==> src/rtl/mux8_rr_scheduler.sv <==
`default_nettype none
// ---------------------------------------------------------------------------
// mux8_rr_scheduler : round-robin time-slot owner of an 8:1 mux select.
// Optional macro MUX8_SCHED_LOCK_EN adds a lock input.  Rev 1.0
// ---------------------------------------------------------------------------
module mux8_rr_scheduler #(
  parameter int HOLD_CYCLES = 4,
  parameter int HOLD_W      = 8
) (
  input  logic       clk,
  input  logic       rst,
  input  logic [7:0] req,
`ifdef MUX8_SCHED_LOCK_EN
  input  logic       lock,
`endif
  output logic [2:0] sel,
  output logic [7:0] gnt,
  output logic       busy
);

  localparam logic [HOLD_W-1:0] RELOAD = HOLD_W'(HOLD_CYCLES - 1);

  typedef enum logic [0:0] {
    IDLE  = 1'b0,
    GRANT = 1'b1
  } state_t;

  state_t            state;
  logic [2:0]        ptr;
  logic [HOLD_W-1:0] cnt;

  logic [2:0] search_start;
  logic [2:0] winner;
  logic       found;
  logic       owner_req;
  logic       cnt_zero;
  logic       release_now;
  logic       frozen;

  // While granted, the search already starts at sel+1 so a release can hand
  // the mux straight to the next winner without an idle cycle.
  always_comb begin
    logic [2:0] idx;
    idx          = 3'd0;
    search_start = (state == GRANT) ? sel + 3'd1 : ptr;
    found        = 1'b0;
    winner       = 3'd0;
    for (int i = 0; i < 8; i++) begin
      idx = search_start + 3'(i);
      if (!found && req[idx]) begin
        found  = 1'b1;
        winner = idx;
      end
    end
  end

  assign owner_req = req[sel];
  assign cnt_zero  = (cnt == '0);

`ifdef MUX8_SCHED_LOCK_EN
  // Lock only stretches a live slot; a dropped request still releases.
  assign frozen      = lock && owner_req;
  assign release_now = !owner_req || (cnt_zero && !lock);
`else
  assign frozen      = 1'b0;
  assign release_now = !owner_req || cnt_zero;
`endif

  always_ff @(posedge clk) begin
    if (rst) begin
      state <= IDLE;
      ptr   <= 3'd0;
      cnt   <= '0;
      sel   <= 3'd0;
      gnt   <= 8'd0;
      busy  <= 1'b0;
    end else begin
      case (state)
        IDLE: begin
          if (found) begin
            state <= GRANT;
            sel   <= winner;
            gnt   <= 8'd1 << winner;
            busy  <= 1'b1;
            cnt   <= RELOAD;
          end
        end
        GRANT: begin
          if (release_now) begin
            ptr <= sel + 3'd1;
            if (found) begin
              sel <= winner;
              gnt <= 8'd1 << winner;
              cnt <= RELOAD;
            end else begin
              state <= IDLE;
              gnt   <= 8'd0;
              busy  <= 1'b0;
            end
          end else if (!frozen) begin
            cnt <= cnt - 1'b1;
          end
        end
        default: begin
          state <= IDLE;
          gnt   <= 8'd0;
          busy  <= 1'b0;
        end
      endcase
    end
  end

endmodule
`default_nettype wire
==> config.mk <==
export PLATFORM = sky130hd
export DESIGN_NAME = mux8_rr_scheduler
export DESIGN_NICKNAME = d
export VERILOG_FILES = /design/src/rtl/mux8_rr_scheduler.sv
export SDC_FILE = /design/constraint.sdc
export NUM_CORES = 1
export LEC_CHECK = 0
export CAP_MARGIN = 30
export CELL_PAD_IN_SITES_DETAIL_PLACEMENT = 1
export CELL_PAD_IN_SITES_GLOBAL_PLACEMENT = 1
export CORE_UTILIZATION = 43
export DETAILED_ROUTE_END_ITERATION = 7
export GPL_TIMING_DRIVEN = 0
export PLACE_DENSITY = 0.85
export SLEW_MARGIN = 20
export SYNTH_ARGS = -nofsm -noshare
export SYNTH_HDL_FRONTEND = slang
export SYNTH_SLANG_ARGS = --single-unit
==> constraint.sdc <==
create_clock -name clk -period 4.65 [get_ports clk]
set_input_delay 0.465 -clock clk [delete_from_list [all_inputs] [get_ports clk]]
set_output_delay 0.465 -clock clk [all_outputs]
set_load 0.005 [all_outputs]
==> impl_metrics.ini, run 1 <==
[status]
status = complete, no violations

[routing]
vias_per_cell = 6.13
num_vias = 2187
drtIter0Drc = 118
routedWlPerCell_um = 18.3
ant_nets = 0
drc_errors = 0
totalWireLength_mm = 6.55
dr.pass1.iters = 4

[synth]
syn_area_um2 = 2210
ys.flop_type = dfxtp_1
synth_nets = 279
yosys_warnings = 0
synth_edf_count = 0
yosysUniqueCellTypes = 62
ys_seq_elements = 24
synthCells = 265
async_flop_share = 0
syn_area_per_cell_um2 = 8.33
synth-seq-area-share = 0.218

[placement]
port-buffer-count = 21
post_dp_cell_area_um2 = 2500
place_hpwl_mm = 5.27
gp_congestion = 0.919
place_ws_ps = 609

[cells_and_area]
drive_above_1_share = 0.141
final_common_cell = dfxtp_1
layout.nets = 305
n_antenna_cell = 0
seqCellArea_um2 = 480
n_fill_cell = 615
area_growth_pct = 16.5
fin_area_um2 = 2570
layout_common_cells = 24 x dfxtp_1, 21 x clkdlybuf4s50_1, 17 x nor2_1
multi_input_area_um2 = 1610

[worst_setup_path]
worstPathMaxFanout = 10
critPathLaunch = sel[1]$_SDFFE_PP0P_
rrSetupSlack_ps = 570
cp.arrival_ps = 4260
required_ps = 4830
reg2reg_from = sel[1]$_SDFFE_PP0P_
cp-end-kind = flop
crit_type = reg2reg
rr_worst_depth = 12
cp-endpoint = gnt[5]$_SDFFE_PP0P_
critPathLaunchType = flop
reg2reg_to = gnt[5]$_SDFFE_PP0P_

[floorplan]
core_area_um2 = 4820
die_h_um = 73.7
initial_core_util = 0.458
dieArea_um2 = 5430
io_pins = 22
rows = 25
die_w_um = 73.7

[sta]
fmax_mhz = 245
finalCriticalPeriod_ps = 4080
finalSetupViolations = 0
fin_hold_ws_ps = 464
period_share = 0.877
relSlewSlack = 0.598
maxSlewViolCount = 0
fin_skew_ps = 5.72
fin_setup_tns_ps = 0
rsz0062_at_grt = false
timing_hold_violations_final = 0
tightest_slew_ps = 599
setup_ws_ps = 570

[min_path]
hp-class = reg2reg

[clocking]
cts_tree = done
ctsHoldBuffers = 0
clock_path_buffers = 2
cts-root-buf = clkbuf_8
post-cts-setup-buffers = 0
cts.sinks = 24
h-tree-depth = 1
clock_latency_ps = 270
cts_resized = 0
numCtsBuffers = 3
clk_pin_slew_ps = 90

[global_route]
grt_pass1_vias = 2201
grt_use_total = 0.263
grt_max_degree = 15
antenna_found_initial = 0
grt_first_pass_wirelength_mm = 11.0
overflow = 0

[power_and_ir_drop]
vdd.ir_drop.worst_v = 0.000348
p_leak_uw = 0.000940
power_density_nw_per_um2 = 736
power_uw = 1890

[run]
maxCapViolCount = 0
synthesized netlist by cell type (3+ instances only):
cell	instances	share of area
nand3_1	14	0.032
nor4_1	4	0.011
a21oi_1	15	0.034
inv_1	12	0.020
o21ai_0	10	0.023
nand2b_1	4	0.011
o32ai_1	8	0.032
and2_1	6	0.017
nor3_1	14	0.032
ha_1	4	0.023
a21o_1	6	0.020
o211ai_1	4	0.014
nor2_1	17	0.029
mux4_2	7	0.071
o21ai_1	4	0.0091
a21boi_0	4	0.014
o221ai_1	3	0.012
buf_2	4	0.0091
clkbuf_1	4	0.0068
nand2_1	15	0.025
mux2_2	4	0.020
mux2i_1	10	0.045
xnor2_1	6	0.024
or2_2	5	0.014
and3_1	10	0.028
a211oi_1	4	0.014
dfxtp_1	24	0.22
per-stage QoR:
stage | utilization | std cells
4_1_cts | 0.534 | 357
5_1_grt | 0.534 | 357
6_report | 0.534 | 357
3_5_place_dp | 0.519 | 353
2_1_floorplan | - | 265
3_3_place_gp | 0.519 | 353
layer usage:
metal	wire length, µm	track usage
met1	3140	0.367
met2	3100	0.432
met3	218	0.0357
met4	95	0.0513
met5	0	0
where the power goes:
| part | internal (µW) | switching (µW) |
|---|---|---|
| sequential | 252 | 34.8 |
| combinational | 581 | 845 |
| clock | 115 | 67.2 |
critical path, stage by stage, from the launching register on:
cell and delay [ps]:
dfxtp_1 460, ha_1 310, mux2_2 360, inv_1 150, clkbuf_1 350, ha_1 310
xnor2_2 210, mux2i_1 560, nor2_1 140, o31ai_1 390, a221o_1 240, nand4_1 190
o32ai_1 300
sequential cells by signal (all words and copies together), names as in the netlist:
| name | cells |
|---|---|
| busy | 1 |
| gnt | 8 |
| ptr | 3 |
| sel | 3 |
| cnt | 8 |
| state | 1 |
area by class of cell:
| type | instances | share of cell area |
|---|---|---|
| Clock inverter | 1 | 0.0117 |
| Sequential cell | 24 | 0.187 |
| Inverter | 14 | 0.0224 |
| Clock buffer | 3 | 0.0160 |
| Tap cell | 67 | 0.0326 |
| Buffer | 11 | 0.0238 |
| Timing Repair Buffer | 21 | 0.0817 |
| Multi-Input combinational cell | 216 | 0.625 |
how the worst min path moves through the flow:
stage	start	to	slack (ps)	depth (start not counted)
5_1_grt	gnt[5]$_SDFFE_PP0P_	gnt[5]$_SDFFE_PP0P_	480	2
3_5_place_dp	gnt[7]$_SDFFE_PP0P_	gnt[7]$_SDFFE_PP0P_	450	2
6_report	gnt[3]$_SDFFE_PP0P_	gnt[3]$_SDFFE_PP0P_	460	2
3_3_place_gp	gnt[7]$_SDFFE_PP0P_	gnt[7]$_SDFFE_PP0P_	450	2
4_1_cts	gnt[3]$_SDFFE_PP0P_	gnt[3]$_SDFFE_PP0P_	470	2
2_1_floorplan	gnt[0]$_SDFFE_PP0P_	gnt[0]$_SDFFE_PP0P_	450	2
cells by family (layout without fill, tap and decap cells):
family                   count (synthesis)  count (layout)  share of synthesized area
AND/OR/NAND/NOR                         97              97                      0.230
AO/OA/AOI/OAI                           85              85                      0.296
buffers and inverters                   25              50                     0.0538
flip-flops                              24              24                      0.218
multiplexers                            21              21                      0.137
XOR/XNOR                                 9               9                     0.0425
adder cells (fa/ha/maj)                  4               4                     0.0227
Power figures use the tool's default switching activity.
==> inputs of run 2 (changes only) <==
- TNS_END_PERCENT: default -> 50
==> results of run 2 <==
No change in the layout: final DEF, timing and power equal those of run 1.
==> inputs of run 3 (changes only) <==
- SKIP_CTS_REPAIR_TIMING: default -> 1
==> results of run 3 <==
No change in the layout: final DEF, timing and power equal those of run 1.
